**config.mk**
```make
export PLATFORM = sky130hd
export DESIGN_NAME = aes_block_gearbox_flat
export DESIGN_NICKNAME = d
export VERILOG_FILES = /design/src/rtl/aes_block_gearbox_if.sv /design/src/rtl/aes_block_gearbox.sv /design/src/flat_wrapper.sv
export SDC_FILE = /design/constraint.sdc
export NUM_CORES = 1
export LEC_CHECK = 0
export BUFFER_PORTS_ARGS = -buffer_cell sky130_fd_sc_hd__buf_4
export CORE_MARGIN = 2
export CORE_UTILIZATION = 30
export CTS_CLUSTER_SIZE = 12
export DETAILED_ROUTE_END_ITERATION = 16
export PLACE_DENSITY = 0.62
export SYNTH_ARGS = -nofsm -noshare
export SYNTH_HDL_FRONTEND = slang
export SYNTH_SLANG_ARGS = --single-unit
```
**constraint.sdc**
```tcl
create_clock -name clk_i -period 5.9 [get_ports clk_i]
set_input_delay 0.885 -clock clk_i [delete_from_list [all_inputs] [get_ports clk_i]]
set_output_delay 0.885 -clock clk_i [all_outputs]
set_load 0.01 [all_outputs]
```
**src/rtl/aes_block_gearbox_if.sv**
```systemverilog
// Control, stream and cipher-core signals of the AES block gearbox.
// slave = gearbox side, master = environment (source, sink, core, controller).
interface aes_block_gearbox_if #(
   parameter int DATA_WIDTH  = 32,
   parameter int BLOCK_WIDTH = 128,
   parameter int CNT_WIDTH   = 16
);
   logic                      clear_i;
   logic                      start_i;
   logic [CNT_WIDTH-1:0]      n_blocks_i;
   logic                      bypass_i;
   logic [DATA_WIDTH-1:0]     in_data_i;
   logic                      in_valid_i;
   logic                      in_ready_o;
   logic [DATA_WIDTH-1:0]     out_data_o;
   logic                      out_valid_o;
   logic                      out_ready_i;
   logic [DATA_WIDTH/8-1:0]   out_strb_o;
   logic                      core_req_o;
   logic [BLOCK_WIDTH-1:0]    core_data_o;
   logic                      core_gnt_i;
   logic                      core_rvalid_i;
   logic [BLOCK_WIDTH-1:0]    core_rdata_i;
   logic                      busy_o;
   logic                      done_o;
   logic [CNT_WIDTH-1:0]      blk_cnt_o;

   modport slave (
      input  clear_i, start_i, n_blocks_i, bypass_i, in_data_i, in_valid_i, out_ready_i,
             core_gnt_i, core_rvalid_i, core_rdata_i,
      output in_ready_o, out_data_o, out_valid_o, out_strb_o, core_req_o, core_data_o,
             busy_o, done_o, blk_cnt_o
   );

   modport master (
      output clear_i, start_i, n_blocks_i, bypass_i, in_data_i, in_valid_i, out_ready_i,
             core_gnt_i, core_rvalid_i, core_rdata_i,
      input  in_ready_o, out_data_o, out_valid_o, out_strb_o, core_req_o, core_data_o,
             busy_o, done_o, blk_cnt_o
   );
endinterface

```
**src/rtl/aes_block_gearbox.sv**
```systemverilog
// Packs WORDS stream words into a block, runs it through the cipher core (or bypass), unpacks it again.
// Output valid 1 cycle after last input word (bypass) or core rvalid; input stalls outside FILL, output waits on out_ready_i.
module aes_block_gearbox #(
   parameter int DATA_WIDTH  = 32,
   parameter int BLOCK_WIDTH = 128,
   parameter int CNT_WIDTH   = 16
) (
   input  logic               clk_i,
   input  logic               rst_i,
   aes_block_gearbox_if.slave bus
);
   localparam int WORDS = BLOCK_WIDTH / DATA_WIDTH;
   localparam int WW    = (WORDS > 1) ? $clog2(WORDS) : 1;

   localparam logic [2:0] S_IDLE  = 3'd0;
   localparam logic [2:0] S_FILL  = 3'd1;
   localparam logic [2:0] S_REQ   = 3'd2;
   localparam logic [2:0] S_WAIT  = 3'd3;
   localparam logic [2:0] S_DRAIN = 3'd4;

   if ((BLOCK_WIDTH % DATA_WIDTH) != 0) begin : g_width_check
      $error("BLOCK_WIDTH must be an integer multiple of DATA_WIDTH");
   end

   logic [2:0]             r_state;
   logic [BLOCK_WIDTH-1:0] r_block;
   logic [WW-1:0]          r_word;
   logic [CNT_WIDTH-1:0]   r_blk_cnt;
   logic [CNT_WIDTH-1:0]   r_n_blocks;
   logic                   r_bypass;
   logic                   r_done;

   logic                   w_last_word;
   logic [CNT_WIDTH-1:0]   w_blk_nxt;
   int                     w_ofs;

   assign w_last_word = (r_word == WW'(WORDS - 1));
   assign w_blk_nxt   = r_blk_cnt + {{(CNT_WIDTH-1){1'b0}}, 1'b1};
   assign w_ofs       = int'(r_word) * DATA_WIDTH;

   always_ff @(posedge clk_i) begin
      if (rst_i || bus.clear_i) begin
         r_state    <= S_IDLE;
         r_block    <= '0;
         r_word     <= '0;
         r_blk_cnt  <= '0;
         r_n_blocks <= '0;
         r_bypass   <= 1'b0;
         r_done     <= 1'b0;
      end else begin
         r_done <= 1'b0;
         case (r_state)
            S_IDLE: begin
               if (bus.start_i) begin
                  if (bus.n_blocks_i != '0) begin
                     r_n_blocks <= bus.n_blocks_i;
                     r_bypass   <= bus.bypass_i;
                     r_blk_cnt  <= '0;
                     r_state    <= S_FILL;
                  end else begin
                     r_done <= 1'b1;
                  end
               end
            end
            S_FILL: begin
               if (bus.in_valid_i) begin
                  r_block[w_ofs +: DATA_WIDTH] <= bus.in_data_i;
                  if (w_last_word) begin
                     r_word  <= '0;
                     r_state <= r_bypass ? S_DRAIN : S_REQ;
                  end else begin
                     r_word <= r_word + 1'b1;
                  end
               end
            end
            S_REQ: begin
               // A result arriving together with the grant is taken immediately.
               if (bus.core_gnt_i) begin
                  if (bus.core_rvalid_i) begin
                     r_block <= bus.core_rdata_i;
                     r_state <= S_DRAIN;
                  end else begin
                     r_state <= S_WAIT;
                  end
               end
            end
            S_WAIT: begin
               if (bus.core_rvalid_i) begin
                  r_block <= bus.core_rdata_i;
                  r_state <= S_DRAIN;
               end
            end
            S_DRAIN: begin
               if (bus.out_ready_i) begin
                  if (w_last_word) begin
                     r_word    <= '0;
                     r_blk_cnt <= w_blk_nxt;
                     if (w_blk_nxt == r_n_blocks) begin
                        r_done  <= 1'b1;
                        r_state <= S_IDLE;
                     end else begin
                        r_state <= S_FILL;
                     end
                  end else begin
                     r_word <= r_word + 1'b1;
                  end
               end
            end
            default: r_state <= S_IDLE;
         endcase
      end
   end

   assign bus.in_ready_o  = (r_state == S_FILL);
   assign bus.out_valid_o = (r_state == S_DRAIN);
   assign bus.out_data_o  = r_block[w_ofs +: DATA_WIDTH];
   assign bus.out_strb_o  = '1;
   assign bus.core_req_o  = (r_state == S_REQ);
   assign bus.core_data_o = r_block;
   assign bus.busy_o      = (r_state != S_IDLE);
   assign bus.done_o      = r_done;
   assign bus.blk_cnt_o   = r_blk_cnt;
endmodule
```
**src/flat_wrapper.sv**
```systemverilog
// flat-port wrapper written by rule: the top's interface ports become plain ports
module aes_block_gearbox_flat 
#(
   parameter int DATA_WIDTH  = 32,
   parameter int BLOCK_WIDTH = 128,
   parameter int CNT_WIDTH   = 16
)
  (clk_i, rst_i, bus_clear_i, bus_start_i, bus_n_blocks_i, bus_bypass_i, bus_in_data_i, bus_in_valid_i, bus_out_ready_i, bus_core_gnt_i, bus_core_rvalid_i, bus_core_rdata_i, bus_in_ready_o, bus_out_data_o, bus_out_valid_o, bus_out_strb_o, bus_core_req_o, bus_core_data_o, bus_busy_o, bus_done_o, bus_blk_cnt_o);
  aes_block_gearbox_if #(.DATA_WIDTH(DATA_WIDTH), .BLOCK_WIDTH(BLOCK_WIDTH), .CNT_WIDTH(CNT_WIDTH)) bus_i ();
  input  logic clk_i;
  input  logic rst_i;
  input wire logic [$bits(bus_i.clear_i)-1:0] bus_clear_i;
  input wire logic [$bits(bus_i.start_i)-1:0] bus_start_i;
  input wire logic [$bits(bus_i.n_blocks_i)-1:0] bus_n_blocks_i;
  input wire logic [$bits(bus_i.bypass_i)-1:0] bus_bypass_i;
  input wire logic [$bits(bus_i.in_data_i)-1:0] bus_in_data_i;
  input wire logic [$bits(bus_i.in_valid_i)-1:0] bus_in_valid_i;
  input wire logic [$bits(bus_i.out_ready_i)-1:0] bus_out_ready_i;
  input wire logic [$bits(bus_i.core_gnt_i)-1:0] bus_core_gnt_i;
  input wire logic [$bits(bus_i.core_rvalid_i)-1:0] bus_core_rvalid_i;
  input wire logic [$bits(bus_i.core_rdata_i)-1:0] bus_core_rdata_i;
  output wire logic [$bits(bus_i.in_ready_o)-1:0] bus_in_ready_o;
  output wire logic [$bits(bus_i.out_data_o)-1:0] bus_out_data_o;
  output wire logic [$bits(bus_i.out_valid_o)-1:0] bus_out_valid_o;
  output wire logic [$bits(bus_i.out_strb_o)-1:0] bus_out_strb_o;
  output wire logic [$bits(bus_i.core_req_o)-1:0] bus_core_req_o;
  output wire logic [$bits(bus_i.core_data_o)-1:0] bus_core_data_o;
  output wire logic [$bits(bus_i.busy_o)-1:0] bus_busy_o;
  output wire logic [$bits(bus_i.done_o)-1:0] bus_done_o;
  output wire logic [$bits(bus_i.blk_cnt_o)-1:0] bus_blk_cnt_o;
  assign bus_i.clear_i = bus_clear_i;
  assign bus_i.start_i = bus_start_i;
  assign bus_i.n_blocks_i = bus_n_blocks_i;
  assign bus_i.bypass_i = bus_bypass_i;
  assign bus_i.in_data_i = bus_in_data_i;
  assign bus_i.in_valid_i = bus_in_valid_i;
  assign bus_i.out_ready_i = bus_out_ready_i;
  assign bus_i.core_gnt_i = bus_core_gnt_i;
  assign bus_i.core_rvalid_i = bus_core_rvalid_i;
  assign bus_i.core_rdata_i = bus_core_rdata_i;
  assign bus_in_ready_o = bus_i.in_ready_o;
  assign bus_out_data_o = bus_i.out_data_o;
  assign bus_out_valid_o = bus_i.out_valid_o;
  assign bus_out_strb_o = bus_i.out_strb_o;
  assign bus_core_req_o = bus_i.core_req_o;
  assign bus_core_data_o = bus_i.core_data_o;
  assign bus_busy_o = bus_i.busy_o;
  assign bus_done_o = bus_i.done_o;
  assign bus_blk_cnt_o = bus_i.blk_cnt_o;
  aes_block_gearbox #(.DATA_WIDTH(DATA_WIDTH), .BLOCK_WIDTH(BLOCK_WIDTH), .CNT_WIDTH(CNT_WIDTH)) u_core (.clk_i(clk_i), .rst_i(rst_i), .bus(bus_i));
endmodule
```
# [Yosys cells after proc, flatten, opt, wreduce, memory -nomap -nowiden]
# Cells that the tools add are included.
# Widths: inputs -> output; s select.
[totals] ff_bits=167 inputBits=185 out_inout_bits=185 elab_cells=71
[op_classes] n_addsub=3 n_eq_ne=14 n_shift=3 n_mux=32 n_reduce_logical=12
[op_table] op="$mux 128" n=3
[op_table] op="$pmux 128 s3" n=1
[op_table] op="$bwmux 128" n=1
[op_table] op="$shift 32x33->128 const A" n=1
[op_table] op="$shiftx 128x8->32" n=1
[op_table] op="$shiftx 32x33->128" n=1
[op_table] op="$mux 16" n=4
[op_table] op="$neg 7->33" n=1
[op_table] op="$pmux 16 s2" n=1
[op_table] op="$mux 3" n=10
[op_table] op="$add 16x1->16 const B" n=1
[op_table] op="$eq 16x16->1" n=1
[op_table] op="$reduce_bool 16->1" n=1
[op_table] op="$pmux 3 s5" n=1
[op_table] op="$ne 2x2->1 const B" n=5
[op_table] op="$reduce_and 3->1" n=3
[op_table] op="$reduce_and 8->1" n=1
[op_table] op="$eq 3x2->1 const B" n=2
[op_table] op="$mux 1" n=6
[op_table] op="$mux 2" n=3
[op_table] op="$ne 2x1->1 const B" n=3
[op_table] op="$reduce_bool 3->1" n=2
[op_table] op="$reduce_and 5->1" n=1
[op_table] op="$pmux 2 s2" n=1
[op_table] op="8 further kinds" n=9

# [Longest topological paths before layout]
# Gate-level depths: netlist (run 1).
[logic_depth] ltp_word=6 mapped_depth=10 depth_no_buf=7

# [Worst setup path before layout (run 1)]
# Ideal clock, no wire load.
[synth_timing] path_type="reg-to-reg" start="reg u_core.r_word[1]" end="reg u_core.r_block[10], in the netlist u_core.bus.core_data_o[10]" setup_ps=86 t_arrival_ps=2366 required_time_ps=5814 setup_slack_ps=3448 stages_incl_launch_ff=9 path_buffers=3 period_less_slack_ps=2452 path_cell_list="dfxtp_1 clkbuf_1 buf_1 inv_1 ha_1 nor4b_2 clkbuf_1 a22oi_1 a211oi_1"
[synth_between] elab_chain_cells=5 elab_cells_between_ends=6 cone_classes="add/sub (1); shift (2); mux (3)"
[synth_rtl] item="start: declaration" line_no="aes_block_gearbox.sv:27" text="logic [WW-1:0] r_word;"
[synth_rtl] item="start signal: assignment" line_no="aes_block_gearbox.sv:72" text="r_word <= r_word + 1'b1;"
[synth_rtl] item="start signal: assignment" line_no="aes_block_gearbox.sv:105" text="r_word <= r_word + 1'b1;"
[synth_rtl] item="$neg 7->33 *" line_no="aes_block_gearbox.sv:67" text="r_block[w_ofs +: DATA_WIDTH] <= bus.in_data_i;"
[synth_rtl] item="$shiftx 32x33->128 or $shift 32x33->128 (tied branches)" line_no="aes_block_gearbox.sv:67"
[synth_rtl] item="$bwmux 128 *" line_no="aes_block_gearbox.sv:67"
[synth_rtl] item="$mux 128 *" line_no="aes_block_gearbox.sv:66" text="if (bus.in_valid_i) begin"
[synth_rtl] item="$pmux 128 s3 *" line_no="aes_block_gearbox.sv:52" text="case (r_state)"
[synth_rtl] item="end signal: indexed assignment" line_no="aes_block_gearbox.sv:67"
[synth_rtl] item="end signal: assignment" line_no="aes_block_gearbox.sv:80" text="r_block <= bus.core_rdata_i;"
[synth_rtl] item="end signal: assignment" line_no="aes_block_gearbox.sv:89" text="r_block <= bus.core_rdata_i;"
[synth_rtl] item="end: declaration" line_no="aes_block_gearbox.sv:26" text="logic [BLOCK_WIDTH-1:0] r_block;"
# Mark *: on every way between the ends. The rest lies on a longest branch, timed or not. The select of a mux whose other input is x is not followed.
# A chain may end at the register's enable or synchronous reset.

# [Final worst setup path (run 1)]
[layout_timing] start="reg u_core.r_word[1]" end="reg u_core.r_block[97], in the netlist u_core.bus.core_data_o[97]"
# Same word-level chain as after synthesis.

==> flow_summary.toml, run 1 <==
[run_status]
status = "finished clean"

[clock_tree]
post_cts_buffers = 0
cts_resized = 0
insertion_delay_ns = 0.44
numCtsBuffers = 17
clock-root-buffer = "clkbuf_16"
ctsHoldBuffers = 0
cts_sinks = 167
tritoncts = "built"
cts_buffer_depth = 2
clk_pin_slew_ns = 0.08
cts_htree_levels = 4

[placed_design]
io_buffers = 365
gp_congestion = 0.8792
hpwl_um = 24750
dp_slack_ns = 2.502

[final_layout]
drive_gt1_share_pct = 37.33
fillCellCount = 2923
diodes = 0
final_nets = 1420
area_growth_pct = 39.77

[routing]
drt_wl_total_um = 35050
routed_via_density = 5.469
ant_nets = 0
vias = 8898
drt_iter0_markers = 799
wire_per_inst_um = 21.54
drt_first_pass_iters = 5
route.detailed.drc = 0

[floorplanning]
die_h_um = 173.8
design.die.area_um2 = 30210
chipWidth_um = 173.8
ios = 370
start_util_pct = 30.30
placementRows = 62
fp.coreArea_um2 = 28550

[sta]
rsz0062_at_grt = "no"
slew_violations = 0
hold_viol = 0
worst_slew_pin_slew_ns = 1.170
slew_headroom_pct = 22.01
fin_skew_ns = 0.01507
fin_crit_sh_pct = 58.06
period_minus_slack_ns = 3.426
setup_viol = 0
fmax_ghz = 0.2919
finalWorstSetupSlack_ns = 2.474
finalSetupTns_ns = 0

[synth]
synth_compound_gate_area_share_pct = 27.12
synth-edff-count = 0
synth_most_common_cell = "dfxtp_1"
synth.distinct_cells = 58
synth_top_family_by_area = "compound AO/OA/AOI/OAI gates"
synth_top_cell_by_area = "dfxtp_1"
synth_seq_cells = 167
synth_xor_area_share_pct = 2.126
netlist_area_um2 = 8650
synth_simple_gate_area_share_pct = 14.44
synthDominantCellAreaShare_pct = 38.65
synthFlopType = "dfxtp_1"
synth.mux.area_fraction_pct = 10.76
synth_common_cells = "dfxtp_1 (167), nor2_1 (166), a22oi_1 (129)"
ys_top_cells_by_area = "dfxtp_1 (39%), a22oi_1 (11%), a211oi_1 (11%)"
synthesis.instances = 941
ys_warn_count = 0
async_reset_ff_share_pct = 0
yosysSeqAreaShare_pct = 38.65
synth-adder-area-share_pct = 0.7233
avgSynthCellArea_um2 = 9.192

[critical_path]
cp_max_fo = 36
r2r-end = "u_core.bus.core_data_o[97]$_SDFFE_PP0P_"
rrSetupSlack_ns = 2.47
worstSetupPathType = "flop to flop"
critPathLaunchType = "flop"
arrival_ns = 3.76
cp_cell_sequence = "inv_1 -> ha_1 -> nor4_4 -> buf_4 -> a22oi_1 -> a211oi_1"
rr_startpoint = "u_core.r_word[1]$_SDFFE_PP0P_"
cp-end-kind = "flop"
worstRegToRegCells = 6
crit_buf_inv = 2
crit_family = "flip-flops"
crit_required_ns = 6.24
cp.depth = 6
critical_path.max_stage_delay_ns = 1.11
slowest_stage = "dfxtp_2"

[hold_path]
hp-start = "u_core.bus.core_data_o[112]$_SDFFE_PP0P_"
hp-class = "flop to flop"
min_path_cells = 2
min_to = "u_core.bus.core_data_o[112]$_SDFFE_PP0P_"

[global_routing]
grt_max_degree = 106
grt-ovfl-total = 0
antenna_found_initial = 0
grt_pass1_wl_um = 53050
globalRouteTotalUtil_pct = 22.64
grt_pass1_vias = 8537

[flow_run]
maxCapViolCount = 0

[power_and_ir_drop]
max-vdd-ir-drop_mv = 0.1663
power.leakage_nw = 4.641
p_per_area_nw_per_um2 = 211.0
-- layer usage --
| metal | vias up | track usage [%] | routed length, um |
|---|---|---|---|
| met5 | - | 0 | 0 |
| met2 | 406 | 37.52 | 17260 |
| met1 | 4265 | 29.23 | 14410 |
| li1 | 4174 | - | - |
| met4 | 0 | 7.283 | 852 |
| met3 | 53 | 5.132 | 2529 |
-- worst max path at each step --
| stage | start | endpoint |
|---|---|---|
| final | u_core.r_word[1]$_SDFFE_PP0P_ | u_core.bus.core_data_o[97]$_SDFFE_PP0P_ |
| after global routing | u_core.r_word[1]$_SDFFE_PP0P_ | u_core.bus.core_data_o[60]$_SDFFE_PP0P_ |
| after CTS | u_core.r_word[1]$_SDFFE_PP0P_ | u_core.bus.core_data_o[97]$_SDFFE_PP0P_ |
| after detailed placement | u_core.r_word[1]$_SDFFE_PP0P_ | u_core.bus.core_data_o[126]$_SDFFE_PP0P_ |
| after global placement | u_core.r_word[1]$_SDFFE_PP0P_ | u_core.bus.core_data_o[119]$_SDFFE_PP0P_ |
| after floorplan | u_core.r_word[1]$_SDFFE_PP0P_ | u_core.bus.core_data_o[10]$_SDFFE_PP0P_ |
-- logic make-up (layout without fill, tap and decap cells) --
kind of cell             count (synthesis)  after routing
AO/OA/AOI/OAI                          323            323
multiplexers                            53             53
XOR/XNOR                                21             21
adder cells (fa/ha/maj)                  5              5
AND/OR/NAND/NOR                        259            259
flip-flops                             167            167
buffers and inverters                  112            411
other                                    1              4
-- area by class of cell --
class / instances / area [um2] / share of cell area, %
clock buffer: 17 / 425.4 / 3.519
tap: 384 / 480.5 / 3.974
clock inverter: 15 / 170.2 / 1.408
inverter: 6 / 23.77 / 0.1966
sequential: 167 / 3348 / 27.70
multi-input combinational: 665 / 4828 / 39.94
timing repair buffer: 373 / 2813 / 23.27
-- report_power, final --
group	switching [W]	leakage, nW	internal (W)
Combinational	0.000120	3.00	0.000135
Clock	0.000570	0.290	0.000576
Sequential	0.0000146	1.35	0.00114
-- placed cells by master (no fill, tap or decap), types with 4 or more instances in the layout --
cell type / count
mux2i_1: 21
inv_1: 5
nand3_1: 10
buf_4: 372
dfxtp_1: 165
conb_1: 4
nor2_1: 166
mux4_2: 32
a31oi_1: 5
o21ai_0: 15
and3_1: 4
nand4_1: 10
nor3_1: 6
a21oi_1: 27
a22oi_1: 129
or3_1: 8
inv_8: 7
clkbuf_16: 17
xor2_1: 6
xnor2_1: 15
nand2_1: 16
ha_1: 5
a211oi_1: 128
nor4_1: 8
-- per-stage QoR --
stage               std cells  utilization, %  hold WS, ns  cell area, um2  power [W]
floorplan                 944               -       0.4840            8661   0.001275
CTS                      1627           42.35       0.5175           12090   0.002583
finish                   1627           42.35       0.5131           12090   0.002550
global route             1627           42.35       0.5294           12090   0.002650
detailed placement       1595           40.26       0.5063           11490   0.001431
global placement         1595           40.26       0.4992           11490   0.001429
-- registers in the layout, indices dropped and copies added (netlist names) --
name,cells
u_core.r_word,2
u_core.r_bypass,1
u_core.bus.core_data_o,128
u_core.r_n_blocks,16
u_core.r_state,3
u_core.bus.blk_cnt_o,16
u_core.bus.done_o,1
-- worst register-to-register path: cells and delay by family (launching register included) --
kind / cells / cell delay (ns)
flops: 1 / 1.11
simple gates: 1 / 0.71
buf+inv: 2 / 0.65
fa+ha+maj: 1 / 0.45
compound gates: 2 / 0.43
(Power assumes the default switching activity.)
==> run 2: changes to the inputs <==
Settings changed: PLACE_DENSITY 0.62 to 0.64.
Clock period 5.9 ns to 3.1 ns, I/O delays scaled along.
==> flow_summary.toml, run 2 (synthesis gave the netlist of run 1 again) <==
[power_and_ir_drop]
power.total_w = 0.004910
switching_share_pct = 26.44
comb_power_share_pct = 10.2
p_per_area_nw_per_um2 = 397.9
seqPwrFrac_pct = 44.4
max-vdd-ir-drop_mv = 0.3489
power.leakage_nw = 4.769
power.share.clock_pct = 45.4
p_int_w = 0.003611
p_switching_w = 0.001298

[floorplanning]
die_h_um = 173.8
fp.coreArea_um2 = 28550
design.die.area_um2 = 30210
ios = 370
chipWidth_um = 173.8
placementRows = 62
start_util_pct = 30.30

[final_layout]
layout_common_cells = "buf_4 (384), nor2_1 (166), dfxtp_1 (165), a22oi_1 (129), a211oi_1 (128)"
fillCellCount = 2907
area_growth_pct = 42.67
final_nets = 1439
multi_input_area_um2 = 4828
final_util_pct = 43.23
regArea_um2 = 3348
instances_no_fill = 1647
drive_gt1_share_pct = 38.27
largest_reg_flops = 128
final_common_cell = "buf_4"

[critical_path]
slowest_stage = "mux4_2"
r2r-end = "u_core.bus.core_data_o[62]$_SDFFE_PP0P_"
arrival_ns = 2.33
crit_required_ns = 2.63
critPathCapture = "bus_out_data_o[10]"
cp.depth = 3
cp_max_fo = 31
startpoint = "u_core.r_word[0]$_SDFFE_PP0P_"
crit_family = "buffers and inverters"
critPathLaunchType = "flop"
rrSetupSlack_ns = 0.72
worstSetupPathType = "flop to primary output"
crit_top_cell = "buf_4"
crit_buf_inv = 2
critical_path.max_stage_delay_ns = 0.66
rr_startpoint = "u_core.r_word[0]$_SDFFE_PP0P_"
cp-end-kind = "primary output"
worstRegToRegCells = 6
cp_cell_sequence = "buf_4 -> mux4_2 -> buf_4"

[routing]
route.detailed.drc = 0
routed_via_density = 5.432
drt_first_pass_iters = 6
wire_per_inst_um = 21.08
drt_wl_total_um = 34720
vias = 8947
drt_iter0_markers = 558
ant_nets = 0

[placed_design]
hpwl_um = 25140
gp_congestion = 0.8877
io_buffers = 365
dp_cells = 1614

[clock_tree]
clock-root-buffer = "clkbuf_16"
clk_pin_slew_ns = 0.08
post_cts_buffers = 0
cts_htree_levels = 4
ctsHoldBuffers = 0
tritoncts = "built"
numCtsBuffers = 17
cts_buffer_depth = 2
cts_resized = 0
cts_sinks = 167
insertion_delay_ns = 0.43

[global_routing]
antenna_found_initial = 1
globalRouteTotalUtil_pct = 22.16
grt-ovfl-total = 0
grt_max_degree = 98
grt_pass1_wl_um = 52010
grt_pass1_vias = 8579

[sta]
worst_slew_pin_slew_ns = 0.7034
slew_violations = 0
period_minus_slack_ns = 2.792
rsz0062_at_grt = "no"
setup_viol = 0
fmax_ghz = 0.3581
finalSetupTns_ns = 0
hold_viol = 0
fin_crit_sh_pct = 90.07
fin_skew_ns = 0.01692
slew_headroom_pct = 53.10

[hold_path]
hp-start = "bus_n_blocks_i[9]"
hp-class = "input port to flop"

[flow_run]
maxCapViolCount = 0

[run_status]
status = "finished clean"
[run 2: changes by cell type in the layout (fill, tap and decap cells not counted), sizes merged]
cell    previous run  this run
buf              373       392
clkbuf            17        18
bufinv             0         1
inv               15        14
clkinv             5         4
diode              0         1
[run 2: worst min path at each step]
stage                                        endpoint  slack (ns)  depth (start not counted)
2_1_floorplan       u_core.r_n_blocks[1]$_SDFFE_PP0P_        0.48                          2
3_3_place_gp        u_core.r_n_blocks[9]$_SDFFE_PP0P_        0.50                          2
3_5_place_dp   u_core.bus.core_data_o[6]$_SDFFE_PP0P_        0.51                          2
4_1_cts             u_core.r_n_blocks[9]$_SDFFE_PP0P_        0.27                          3
5_1_grt             u_core.r_n_blocks[4]$_SDFFE_PP0P_        0.28                          3
6_report            u_core.r_n_blocks[9]$_SDFFE_PP0P_        0.29                          3
[run 2: through the flow]
step | instance area [um2] | hold slack [ns] | setup WS [ns]
after CTS | 12340 | 0.2661 | 0.2499
after detailed placement | 11720 | 0.5071 | 0.6930
after floorplan | 8661 | 0.4840 | 0.6480
final | 12340 | 0.2889 | 0.3078
after global placement | 11720 | 0.5003 | 0.7378
after global routing | 12340 | 0.2774 | 0.1814
[run 2: power groups by stage]
stage	registers [W]	clock network (W)	logic, W
global route	0.00218	0.00236	0.000537
floorplan	0.00223	0	0.000200
CTS	0.00218	0.00227	0.000500
finish	0.00218	0.00223	0.000499
detailed placement	0.00223	0	0.000498
global placement	0.00223	0	0.000496
[run 2: layout make-up]
type | count | share of cell area, %
Timing Repair Buffer | 392 | 24.66
Clock inverter | 14 | 1.419
Tap cell | 384 | 3.893
Inverter | 6 | 0.1926
Multi-Input combinational cell | 665 | 39.13
Sequential cell | 167 | 27.13
Antenna cell | 1 | 0.02028
Clock buffer | 18 | 3.559
[run 2: routing by layer]
| layer | global-route usage (%) | vias up | share of wire, % |
|---|---|---|---|
| met3 | 6.118 | 58 | 8.1 |
| met4 | 9.174 | 0 | 3.3 |
| met1 | 28.17 | 4270 | 41 |
| li1 | - | 4206 | - |
| met2 | 35.44 | 413 | 48 |
| met5 | 0 | - | 0 |
[run 2: worst reg2reg max path: cells and delay by family, from the launching register on]
family	cells	cell delay, ns
AOI/OAI and AO/OA	2	0.40
adders and majority gates	1	0.30
buffers and inverters	2	0.93
DFF	1	0.44
and+or+nand+nor	1	0.25
